==> src/rtl/imm_extend_pipe_if.sv <==
// rtl/imm_extend_pipe_if.sv - decode-side immediate request/result handshake bundle

interface imm_extend_pipe_if #(
    parameter int XLEN = 32
) ();
    logic            in_valid;
    logic            in_ready;
    logic [31:0]     instr;
    logic [2:0]      ImmSrc;
    logic            out_valid;
    logic            out_ready;
    logic [XLEN-1:0] ImmExtended;
    logic            imm_illegal;
    logic [7:0]      illegal_count;

    modport slave (
        input  in_valid,
        input  instr,
        input  ImmSrc,
        input  out_ready,
        output in_ready,
        output out_valid,
        output ImmExtended,
        output imm_illegal,
        output illegal_count
    );

    modport master (
        output in_valid,
        output instr,
        output ImmSrc,
        output out_ready,
        input  in_ready,
        input  out_valid,
        input  ImmExtended,
        input  imm_illegal,
        input  illegal_count
    );
endinterface

==> src/rtl/imm_extend_pipe.sv <==
// rtl/imm_extend_pipe.sv - RISC-V immediate extension with a 2-entry decoupling buffer

module imm_extend_pipe #(
    parameter int XLEN = 32
) (
    input  logic                 clk,
    input  logic                 reset,
    input  logic                 flush,
    imm_extend_pipe_if.slave     bus
);
    localparam logic [2:0] SRC_I     = 3'b000;
    localparam logic [2:0] SRC_S     = 3'b001;
    localparam logic [2:0] SRC_B     = 3'b010;
    localparam logic [2:0] SRC_J     = 3'b011;
    localparam logic [2:0] SRC_U     = 3'b100;
    localparam logic [2:0] SRC_SHAMT = 3'b101;
    localparam logic [2:0] SRC_ZIMM  = 3'b110;

    logic [XLEN-1:0] mem_imm [2];
    logic            mem_ill [2];
    logic [1:0]      count;
    logic            head;
    logic            tail;
    logic [7:0]      ill_cnt;

    logic            push;
    logic            pop;
    logic [XLEN-1:0] push_imm;
    logic            push_ill;

    logic signed [11:0] i_imm;
    logic signed [11:0] s_imm;
    logic signed [12:0] b_imm;
    logic signed [20:0] j_imm;
    logic signed [31:0] u_imm;

    // Opcode bits never contribute to any immediate format.
    logic unused_opcode;
    assign unused_opcode = ^bus.instr[6:0];

    assign i_imm = bus.instr[31:20];
    assign s_imm = {bus.instr[31:25], bus.instr[11:7]};
    assign b_imm = {bus.instr[31], bus.instr[7], bus.instr[30:25], bus.instr[11:8], 1'b0};
    assign j_imm = {bus.instr[31], bus.instr[19:12], bus.instr[20], bus.instr[30:21], 1'b0};
    assign u_imm = {bus.instr[31:12], 12'b0};

    // Signed sources widen by sign extension through the size casts.
    always_comb begin
        push_imm = '0;
        push_ill = 1'b0;
        case (bus.ImmSrc)
            SRC_I:     push_imm = XLEN'(i_imm);
            SRC_S:     push_imm = XLEN'(s_imm);
            SRC_B:     push_imm = XLEN'(b_imm);
            SRC_J:     push_imm = XLEN'(j_imm);
            SRC_U:     push_imm = XLEN'(u_imm);
            SRC_SHAMT: begin
                if (XLEN == 64) begin
                    push_imm = XLEN'(bus.instr[25:20]);
                end else begin
                    push_imm = XLEN'(bus.instr[24:20]);
                end
            end
            SRC_ZIMM:  push_imm = XLEN'(bus.instr[19:15]);
            default:   push_ill = 1'b1;
        endcase
    end

    assign bus.in_ready  = (count != 2'd2);
    assign bus.out_valid = (count != 2'd0);
    assign push          = bus.in_valid && bus.in_ready;
    assign pop           = bus.out_valid && bus.out_ready;

    always_ff @(posedge clk) begin
        if (reset) begin
            count   <= 2'd0;
            head    <= 1'b0;
            tail    <= 1'b0;
            ill_cnt <= 8'd0;
        end else if (flush) begin
            count <= 2'd0;
            head  <= 1'b0;
            tail  <= 1'b0;
        end else begin
            if (push) begin
                tail <= ~tail;
                if (push_ill && ill_cnt != 8'hFF) begin
                    ill_cnt <= ill_cnt + 8'd1;
                end
            end
            if (pop) begin
                head <= ~head;
            end
            case ({push, pop})
                2'b10:   count <= count + 2'd1;
                2'b01:   count <= count - 2'd1;
                default: count <= count;
            endcase
        end
    end

    // Storage carries no reset; occupancy alone decides what is visible.
    always_ff @(posedge clk) begin
        if (!reset && !flush && push) begin
            mem_imm[tail] <= push_imm;
            mem_ill[tail] <= push_ill;
        end
    end

    assign bus.ImmExtended   = bus.out_valid ? mem_imm[head] : '0;
    assign bus.imm_illegal   = bus.out_valid ? mem_ill[head] : 1'b0;
    assign bus.illegal_count = ill_cnt;

endmodule

==> src/flat_wrapper.sv <==
// flat-port wrapper written by rule: the top's interface ports become plain ports
module imm_extend_pipe_flat 
#(
    parameter int XLEN = 32
)
  (clk, reset, flush, bus_in_valid, bus_instr, bus_ImmSrc, bus_out_ready, bus_in_ready, bus_out_valid, bus_ImmExtended, bus_imm_illegal, bus_illegal_count);
  imm_extend_pipe_if #(.XLEN(XLEN)) bus_i ();
  input  logic clk;
  input  logic reset;
  input  logic flush;
  input wire logic [$bits(bus_i.in_valid)-1:0] bus_in_valid;
  input wire logic [$bits(bus_i.instr)-1:0] bus_instr;
  input wire logic [$bits(bus_i.ImmSrc)-1:0] bus_ImmSrc;
  input wire logic [$bits(bus_i.out_ready)-1:0] bus_out_ready;
  output wire logic [$bits(bus_i.in_ready)-1:0] bus_in_ready;
  output wire logic [$bits(bus_i.out_valid)-1:0] bus_out_valid;
  output wire logic [$bits(bus_i.ImmExtended)-1:0] bus_ImmExtended;
  output wire logic [$bits(bus_i.imm_illegal)-1:0] bus_imm_illegal;
  output wire logic [$bits(bus_i.illegal_count)-1:0] bus_illegal_count;
  assign bus_i.in_valid = bus_in_valid;
  assign bus_i.instr = bus_instr;
  assign bus_i.ImmSrc = bus_ImmSrc;
  assign bus_i.out_ready = bus_out_ready;
  assign bus_in_ready = bus_i.in_ready;
  assign bus_out_valid = bus_i.out_valid;
  assign bus_ImmExtended = bus_i.ImmExtended;
  assign bus_imm_illegal = bus_i.imm_illegal;
  assign bus_illegal_count = bus_i.illegal_count;
  imm_extend_pipe #(.XLEN(XLEN)) u_core (.clk(clk), .reset(reset), .flush(flush), .bus(bus_i));
endmodule
==> config.mk <==
export PLATFORM = sky130hd
export DESIGN_NAME = imm_extend_pipe_flat
export DESIGN_NICKNAME = d
export VERILOG_FILES = /design/src/rtl/imm_extend_pipe_if.sv /design/src/rtl/imm_extend_pipe.sv /design/src/flat_wrapper.sv
export SDC_FILE = /design/constraint.sdc
export NUM_CORES = 1
export LEC_CHECK = 0
export BUFFER_PORTS_ARGS = -buffer_cell sky130_fd_sc_hd__clkbuf_2
export CAP_MARGIN = 30
export CORE_AREA = 2 2 94 96
export CTS_CLUSTER_DIAMETER = 40
export CTS_CLUSTER_SIZE = 16
export DETAILED_ROUTE_END_ITERATION = 7
export DIE_AREA = 0 0 96 98
export PLACE_DENSITY = 0.67
export SLEW_MARGIN = 0
export SYNTH_ARGS = -nofsm -noshare
export SYNTH_HDL_FRONTEND = slang
export SYNTH_SLANG_ARGS = --single-unit
==> constraint.sdc <==
create_clock -name clk -period 6.94 [get_ports clk]
set_input_delay 1.388 -clock clk [delete_from_list [all_inputs] [get_ports clk]]
set_output_delay 1.388 -clock clk [all_outputs]
set_load 0.01 [all_outputs]
==> key figures, run 1 <==
Detailed routing
  • Final wirelength: 7.64 mm
  • Post-route ant nets: 0
  • Vias per cell: 5.35
  • Routed via count: 2572
  • First-pass detailed-route iteration total: 4
  • WL/cell: 15.9 um
  • First DRT Iteration DRCs: 103
  • Drt drc: 0

Final layout
  • Final Net Count: 410
  • Finished Cell Area: 4340 um2
  • P&R area growth vs syn: 18.5%
  • # diodes: 0
  • Layout cells sized above 1: 0.276
  • Final core occ: 0.512

Logic synthesis
  • Syn. warnings: 0
  • Post-synthesis xor/xnor area fraction: 0.0120
  • Seq cells post-synth: 79
  • Mapped Nets: 342
  • Register area share after synthesis: 0.613
  • Synth Area in Compound Gates: 0.108
  • Syn Inst Count: 300
  • Netlist cell types: 39
  • Post-Syn Area: 3660 um2
  • Largest family of logic cells by synthesized area: simple AND/OR/NAND/NOR gates
  • Mux contribution to synthesized area: 0.107
  • Area share of fa/ha/maj cells after synthesis: 0.00684
  • Synthesized area per cell: 12.2 um2
  • Simple-gate share of the synthesized area: 0.125

Setup path
  • Crit Reg-Reg Startpoint: u_core.count[0]
  • Worst Path Arrival: 1750 ps
  • Maximum fanout along the worst path: 18
  • Worst Setup Start Kind: register
  • Required @ worst endpoint: 5550 ps
  • Setup CP Type: reg -> out
  • Worst setup endpoint: bus_ImmExtended[4]
  • Flop-to-flop setup slack: 5020 ps
  • Crit path capture type: output port
  • FF-to-FF End: u_core.mem_imm[1][19]
  • R2R depth: 4

Timing
  • Slew Limit Fails: 0
  • Unrepaired setup endpoints after global routing: false
  • Max Freq: 319 MHz
  • Worst-Margin Slew: 937 ps
  • Final min period: 3140 ps
  • Final setup fails: 0
  • Final period util: 0.452
  • Final Hold Viols: 0
  • Setup Skew: 9.93 ps
  • Setup TNS: 0 ps
  • Slew headroom: 0.374

Placed design
  • GPL Wtd Cong: 0.767
  • Placed cell area: 4150 um2
  • HPWL Detailed: 5.11 mm
  • PortBufs: 75

Status
  • Outcome: finished clean

Floorplan
  • CORE AREA: 8470 um2
  • Std-Cell Rows: 34
  • IO Pins: 83
  • Die X: 96 um
  • Die Area: 9410 um2
  • Die Span Y: 98 um
  • Starting Density: 0.432

Global route
  • Pin count of the biggest net entering global routing: 35
  • Initial antenna violation count: 0
  • Vias in the first global route: 2476
  • Gr ovfl total: 0
  • Tot GR Track Use: 0.168
  • First-pass GRT wire length: 11.9 mm

Clocking
  • Clk buf depth: 2
  • CTS Hold Bufs: 0
  • Post-CTS Repair Setup Buffers: 0
  • CTS Root Cell: clkbuf_8
  • Clk Latency, worst-skew pair: 350 ps
  • Post-CTS Resized: 0
  • Clock sinks: 79
  • Clock Pin Slew Worst Setup and Hold Paths: 80 ps
  • Depth of the CTS H-tree: 3
  • Num CTS Buffers: 9
  • CTS tree: yes

Run
  • Max cap viols: 0

Pwr
  • Max VDD drop: 121 uV
  • Pwr dens: 222 nW/um2
  • Leak: 1.64 nW

Hold path
  • HP Class: reg -> reg
  • Hold Crit Start: u_core.bus.illegal_count[6]
## synth_stat cells
cell / instances / area share
or3_1: 2 / 0.0034
nand2b_1: 1 / 0.0017
o21ba_2: 1 / 0.0027
mux2i_1: 37 / 0.10
or4_1: 5 / 0.010
or2_2: 1 / 0.0017
and2_1: 4 / 0.0068
o22ai_1: 8 / 0.014
inv_1: 2 / 0.0021
nand4b_4: 1 / 0.0065
o41ai_1: 2 / 0.0048
clkbuf_1: 16 / 0.016
nand4_1: 1 / 0.0017
buf_2: 6 / 0.0082
xor2_1: 2 / 0.0048
nor4b_1: 1 / 0.0024
nor3_1: 5 / 0.0068
a22o_1: 4 / 0.0096
o21ai_0: 7 / 0.0096
nor3b_1: 1 / 0.0021
edfxtp_1: 66 / 0.54
mux2_2: 2 / 0.0062
and3_4: 1 / 0.0031
nand3_1: 4 / 0.0055
a21o_1: 11 / 0.023
ha_1: 2 / 0.0068
dfxtp_1: 13 / 0.071
nor2_1: 38 / 0.039
a21oi_1: 24 / 0.033
nor4_1: 1 / 0.0017
clkbuf_2: 1 / 0.0014
o21a_1: 1 / 0.0021
and2b_1: 3 / 0.0062
and4_1: 1 / 0.0024
nor2b_1: 9 / 0.015
a22oi_1: 1 / 0.0021
o31ai_1: 4 / 0.0082
nand2_1: 8 / 0.0082
xnor2_1: 3 / 0.0072
## state kept, by name, summed over array words and instances (netlist names), named ones only
name	cells
u_core.count	2
u_core.head	1
u_core.mem_imm	64
u_core.tail	1
u_core.mem_ill	2
u_core.bus.illegal_count	8
## per-layer routing
layer  part of all wire  track usage  routed length (um)  vias to the layer above
li1                   -            -                   -                     1246
met1               0.45        0.224                3430                     1243
met2               0.48        0.263                3670                       70
met3              0.050       0.0301                 379                       13
met4              0.021       0.0802                 163                        0
met5                  0            0                   0                        -
## power by group
part / internal [W] / switching [W]
Clock: 0.000165 / 0.000163
Combinational: 0.0000407 / 0.0000611
Sequential: 0.000526 / 0.00000428
Total: 0.000732 / 0.000229
## cells in the final DEF, fill, tap and decap left out, types with 3 or more instances in the layout
master / instances
or4_1: 5
a21oi_1: 24
and2_1: 4
o31ai_1: 4
o22ai_1: 8
nand2_1: 8
a22o_1: 4
buf_4: 4
a21o_1: 11
clkbuf_2: 75
nor2b_1: 9
nor3_1: 5
mux2i_1: 37
nand3_1: 4
and2b_1: 3
edfxtp_1: 66
dfxtp_1: 12
xnor2_1: 3
nor2_1: 37
clkbuf_8: 9
o21ai_0: 7
## cell families (layout without fill, tap and decap cells)
kind of cell / Yosys count / after routing
xor gates and xnor gates: 5 / 5
AOI/OAI and AO/OA: 63 / 63
adders and majority gates: 2 / 2
DFF: 79 / 79
muxes: 39 / 39
buffers and inverters: 25 / 98
and+or+nand+nor: 87 / 87
## how the worst min path moves through the flow
stage / cells past startpoint / slack, ps / end
finish: 2 / 500 / u_core.bus.illegal_count[6]
global route: 2 / 530 / u_core.bus.illegal_count[6]
CTS: 2 / 500 / u_core.bus.illegal_count[6]
detailed placement: 2 / 490 / u_core.bus.illegal_count[6]
global placement: 2 / 470 / u_core.bus.illegal_count[6]
floorplan: 2 / 500 / u_core.bus.illegal_count[6]
## worst max-delay path, cell delays in order (launching register included)
cell,delay (ps)
dfxtp_2,690
buf_16,250
mux2i_1,250
nor2_1,60
clkbuf_2,140
## final cells by class
cell class              instances  area [um2]
fillers                       770        4130
flip-flops and latches         79        2240
multi-input cells             196        1330
repair buffers                 80         433
well taps                     108         135
clock buffers                  10         128
clock inverters                 6        60.1
inverters                       2        7.51
## per-stage QoR
stage	instances	power (W)	hold slack, ps	worst slack (ps)
6_report	481	0.000961	500	3800
5_1_grt	481	0.000993	533	3650
4_1_cts	481	0.000968	500	3730
3_5_place_dp	465	0.000644	487	3580
3_3_place_gp	464	0.000640	470	3610
2_1_floorplan	300	0.000604	502	1320
Note: power is estimated with default switching activity, not from simulation.
==> run 2, diff against run 1 <==
Clock period 6.94 ns to 3 ns, I/O delays scaled along.
==> key figures, run 2 (synthesis results as in run 1) <==
Clocking
  • Clk buf depth: 2 (unchanged)
  • Post-CTS Repair Setup Buffers: 0 (unchanged)
  • Post-CTS Resized: 0 (unchanged)
  • Clk Latency, worst-skew pair: 330 ps (-20 ps)
  • CTS Hold Bufs: 0 (unchanged)
  • Clock sinks: 79 (unchanged)
  • CTS tree: yes
  • Depth of the CTS H-tree: 3 (unchanged)
  • Clock Pin Slew Worst Setup and Hold Paths: 70 ps (about the same)
  • CTS Root Cell: clkbuf_8
  • Num CTS Buffers: 9 (unchanged)

Timing
  • Slew headroom: 0.404 (+0.0296)
  • Final setup fails: 0 (unchanged)
  • Setup Skew: 9.05 ps (-0.879 ps)
  • Unrepaired setup endpoints after global routing: false
  • Final period util: 0.798
  • Final min period: 2400 ps
  • Slew Limit Fails: 0 (unchanged)
  • Final Hold Viols: 0 (unchanged)
  • Setup TNS: 0 ps (unchanged)
  • Max Freq: 417 MHz
  • Worst-Margin Slew: 892 ps (-44.3 ps)
  • Worst Hold Margin: 490 ps (-9.17 ps)

Setup path
  • Maximum fanout along the worst path: 14 (-4)
  • Flop-to-flop setup slack: 1060 ps (-3960 ps)
  • Worst Path Arrival: 1800 ps (+50 ps)
  • Worst setup endpoint: bus_ImmExtended[4]
  • Largest stage delay, worst path: 610 ps (-80 ps)
  • Worst-path cell chain: buf_4 > mux2i_1 > nor2_1 > clkbuf_2
  • Worst Setup Start Kind: register
  • Required @ worst endpoint: 2400 ps (-3150 ps)
  • WP depth: 4 (unchanged)
  • Crit path max-delay family: flip-flops
  • Critical-path top delay cell: dfxtp_2
  • Crit path capture type: output port
  • FF-to-FF End: u_core.mem_imm[1][3]
  • WP buf/inv: 2 (unchanged)
  • Setup CP Type: reg -> out
  • R2R depth: 4 (unchanged)
  • Crit Reg-Reg Startpoint: u_core.count[0]

Final layout
  • Number of flip-flops in the largest register: 64 (unchanged)
  • Commonest cells after routing, fill and taps aside: clkbuf_2 (75), edfxtp_1 (66), nor2_1 (37), mux2i_1 (37), a21oi_1 (24)
  • Layout cells sized above 1: 0.282 (+0.00536)
  • Finished Cell Area: 4340 um2 (unchanged)
  • Final Net Count: 412 (+0.49%)
  • Most common cell after layout, fill and taps aside: clkbuf_2
  • Final core occ: 0.512 (unchanged)
  • P&R area growth vs syn: 18.5% (unchanged)
  • Largest reg by FF count: u_core.mem_imm
  • # diodes: 0 (unchanged)

Placed design
  • HPWL Detailed: 5.11 mm (about the same)
  • PortBufs: 75 (unchanged)
  • Placed cell area: 4160 um2 (+0.30%)
  • GPL Wtd Cong: 0.807 (+5.2%)

Pwr
  • Sequential share of power: 0.561 (+0.009)
  • Psw: 0.000508 W (+120%)
  • Comb pwr share: 0.109 (+0.003)
  • Max VDD drop: 212 uV (+76%)
  • Net Sw Frac: 0.232 (-0.00606)
  • Leak: 1.64 nW (about the same)
  • Clk pwr share: 0.331 (-0.011)
  • Pint: 0.00168 W (+130%)
  • Pwr dens: 505 nW/um2 (+130%)

Floorplan
  • Die Area: 9410 um2 (unchanged)
  • Die Span Y: 98 um (unchanged)
  • Die X: 96 um (unchanged)
  • CORE AREA: 8470 um2 (unchanged)
  • Std-Cell Rows: 34 (unchanged)
  • Starting Density: 0.432 (unchanged)
  • IO Pins: 83 (unchanged)

Status
  • Outcome: finished clean

Hold path
  • HP Class: reg -> reg
  • Worst Hold Depth: 2 (unchanged)

Detailed routing
  • First DRT Iteration DRCs: 142 (+38%)
  • Routed via count: 2588 (+0.62%)
  • Final wirelength: 7.64 mm (about the same)
  • First-pass detailed-route iteration total: 4 (unchanged)
  • Drt drc: 0 (unchanged)
  • Post-route ant nets: 0 (unchanged)
  • WL/cell: 15.9 um (about the same)
  • Vias per cell: 5.38 (+0.62%)

Global route
  • Pin count of the biggest net entering global routing: 35 (unchanged)
  • First-pass GRT wire length: 12.0 mm (+0.92%)
  • Vias in the first global route: 2388 (-3.6%)
  • Gr ovfl total: 0 (unchanged)
  • Tot GR Track Use: 0.169 (+0.00110)
  • Initial antenna violation count: 0 (unchanged)

Run
  • Max cap viols: 0 (unchanged)
==> run 2: power groups by stage <==
stage / clock network (W) / registers [W] / logic, W
global route: 0.000785 / 0.00123 / 0.000262
floorplan: 0 / 0.00125 / 0.000149
global placement: 0 / 0.00125 / 0.000234
detailed placement: 0 / 0.00125 / 0.000239
CTS: 0.000740 / 0.00123 / 0.000240
finish: 0.000724 / 0.00123 / 0.000238
==> run 2: layer usage <==
metal / wire [um] / global-route usage
met3: 366 / 0.0440
met5: 0 / 0
met1: 3580 / 0.234
met4: 44 / 0.0549
met2: 3650 / 0.258
==> run 2: per-stage QoR <==
step           total power [W]  std cells  worst slack (ps)
6_report               0.00219        481               605
5_1_grt                0.00228        481               474
4_1_cts                0.00221        481               579
3_5_place_dp           0.00149        467               691
3_3_place_gp           0.00148        467               716
2_1_floorplan          0.00140        300              -181
==> run 2: worst min path at each step <==
stage / from / end / slack (ps)
after CTS: u_core.bus.illegal_count[6] / u_core.bus.illegal_count[6] / 500
final: u_core.bus.illegal_count[6] / u_core.bus.illegal_count[6] / 490
after detailed placement: u_core.bus.illegal_count[6] / u_core.bus.illegal_count[6] / 490
after floorplan: u_core.bus.illegal_count[6] / u_core.bus.illegal_count[6] / 500
after global placement: u_core.bus.illegal_count[6] / u_core.bus.illegal_count[6] / 470
after global routing: u_core.bus.illegal_count[6] / u_core.bus.illegal_count[6] / 540
==> run 2: cell type report <==
class,count,area [um2]
well taps,108,135
clock buffers,9,124
fillers,790,4130
inverters,2,7.51
flip-flops and latches,79,2240
repair buffers,82,428
multi-input cells,196,1350
clock inverters,5,51.3
==> run 2: worst min-delay path, cell delays in order (launching register included) <==
cell and delay, ps:
dfxtp_1 330, o41ai_1 60, a21oi_1 50
==> run 3, diff against run 2 <==
Clock period 3 ns to 2.4 ns, I/O delays scaled along.
==> key figures, run 3 (synthesis results as in run 1) <==
Setup path
  • WP buf/inv: 2 (unchanged)
  • Crit Reg-Reg Startpoint: u_core.count[0]
  • Worst setup endpoint: bus_ImmExtended[16]
  • FF-to-FF End: u_core.mem_imm[1][17]
  • Required @ worst endpoint: 1920 ps (-480 ps)
  • Crit path max-delay family: buffers and inverters
  • Critical-path top delay cell: buf_4
  • Worst Path Arrival: 1500 ps (-300 ps)
  • Critical Path Source: u_core.count[0]
  • Crit path capture type: output port
  • Worst Setup Start Kind: register
  • WP depth: 4 (unchanged)
  • Largest stage delay, worst path: 370 ps (-240 ps)
  • R2R depth: 4 (unchanged)
  • Flop-to-flop setup slack: 660 ps (-400 ps)
  • Worst-path cell chain: nor2_2 > buf_4 > nor2_1 > clkbuf_2
  • Setup CP Type: reg -> out
  • Maximum fanout along the worst path: 33 (+19)

Clocking
  • Post-CTS Resized: 0 (unchanged)
  • Clk buf depth: 2 (unchanged)
  • CTS Hold Bufs: 0 (unchanged)
  • Num CTS Buffers: 9 (unchanged)
  • CTS tree: yes
  • Clock sinks: 79 (unchanged)
  • CTS Root Cell: clkbuf_8
  • Clock Pin Slew Worst Setup and Hold Paths: 80 ps (about the same)
  • Clk Latency, worst-skew pair: 340 ps (about the same)
  • Post-CTS Repair Setup Buffers: 0 (unchanged)
  • Depth of the CTS H-tree: 3 (unchanged)

Floorplan
  • CORE AREA: 8470 um2 (unchanged)
  • Die Span Y: 98 um (unchanged)
  • IO Pins: 83 (unchanged)
  • Std-Cell Rows: 34 (unchanged)
  • Die X: 96 um (unchanged)
  • Starting Density: 0.432 (unchanged)
  • Die Area: 9410 um2 (unchanged)

Placed design
  • PortBufs: 75 (unchanged)
  • Placed insts: 468 (+0.21%)
  • GPL Wtd Cong: 0.823 (+2.1%)
  • HPWL Detailed: 5.15 mm (+0.76%)

Final layout
  • Most common cell after layout, fill and taps aside: clkbuf_2
  • # diodes: 0 (unchanged)
  • Layout cells sized above 1: 0.281 (-0.000753)
  • Fin cells: 482 (+0.21%)
  • P&R area growth vs syn: 19.8%
  • Largest reg by FF count: u_core.mem_imm
  • Final Net Count: 413 (+0.24%)
  • Number of flip-flops in the largest register: 64 (unchanged)
  • Commonest cells after routing, fill and taps aside: clkbuf_2 (75), edfxtp_1 (66), nor2_1 (37), mux2i_1 (37), a21oi_1 (24)

Timing
  • Unrepaired setup endpoints after global routing: false
  • Final min period: 1980 ps
  • Slew Limit Fails: 0 (unchanged)
  • Final Hold Viols: 0 (unchanged)
  • Final period util: 0.824
  • Setup Skew: 7.64 ps (-1.41 ps)
  • Slew headroom: 0.410 (+0.00591)
  • Max Freq: 505 MHz
  • Worst-Margin Slew: 884 ps (-8.84 ps)
  • Final setup fails: 0 (unchanged)
  • Setup TNS: 0 ps (unchanged)

Pwr
  • Max VDD drop: 303 uV (+43%)
  • Pwr dens: 630 nW/um2 (+25%)
  • Leak: 1.65 nW (+0.62%)

Global route
  • Vias in the first global route: 2529 (+5.9%)
  • Initial antenna violation count: 0 (unchanged)
  • Tot GR Track Use: 0.176 (+0.00758)
  • First-pass GRT wire length: 12.6 mm (+4.3%)
  • Gr ovfl total: 0 (unchanged)
  • Pin count of the biggest net entering global routing: 34 (-2.9%)

Detailed routing
  • Routed via count: 2561 (-1.0%)
  • WL/cell: 16.1 um (+1.6%)
  • Post-route ant nets: 0 (unchanged)
  • Final wirelength: 7.78 mm (+1.8%)
  • First-pass detailed-route iteration total: 4 (unchanged)
  • Drt drc: 0 (unchanged)
  • Vias per cell: 5.31 (-1.2%)
  • First DRT Iteration DRCs: 67 (-53%)

Status
  • Outcome: finished clean

Hold path
  • HP Class: in -> reg

Run
  • Max cap viols: 0 (unchanged)
## run 3: metrics by stage
stage               area, um2  setup slack, ps  utilization  power [W]  hold WS, ps
floorplan                3690            -17.0            -    0.00175          502
finish                   4380              421        0.518    0.00276          449
global route             4380              273        0.518    0.00287          442
global placement         4210              212        0.497    0.00186          471
CTS                      4380              372        0.518    0.00279          421
detailed placement       4210              234        0.497    0.00187          495
## run 3: how the worst min path moves through the flow
stage          slack, ps  cells past startpoint                     endpoint                         from
3_3_place_gp         470                      2  u_core.bus.illegal_count[6]  u_core.bus.illegal_count[6]
6_report             450                      2        u_core.mem_imm[1][26]                bus_instr[26]
2_1_floorplan        500                      2  u_core.bus.illegal_count[6]  u_core.bus.illegal_count[6]
5_1_grt              440                      2        u_core.mem_imm[0][26]                bus_instr[26]
4_1_cts              420                      2        u_core.mem_imm[0][29]                bus_instr[29]
3_5_place_dp         500                      2  u_core.bus.illegal_count[6]  u_core.bus.illegal_count[6]
## run 3: cell type report
| class | instances | area [um2] |
|---|---|---|
| Clock buffer | 11 | 131 |
| Clock inverter | 3 | 46.3 |
| Fill cell | 774 | 4080 |
| Inverter | 2 | 7.51 |
| Multi-Input combinational cell | 196 | 1350 |
| Sequential cell | 79 | 2240 |
| Tap cell | 108 | 135 |
| Timing Repair Buffer | 83 | 473 |
## run 3: power breakdown
part / internal [W] / switching [W]
clock: 0.000472 / 0.000449
sequential: 0.00152 / 0.00000959
combinational: 0.000124 / 0.000184
total: 0.00212 / 0.000643
## run 3: layer usage
metal  global-route usage  vias to the layer above  part of all wire
met5                    0                        -                 0
met4               0.0681                        0             0.015
met3               0.0494                        7             0.058
met2                0.275                       68              0.47
met1                0.233                     1236              0.46
li1                     -                     1250                 -
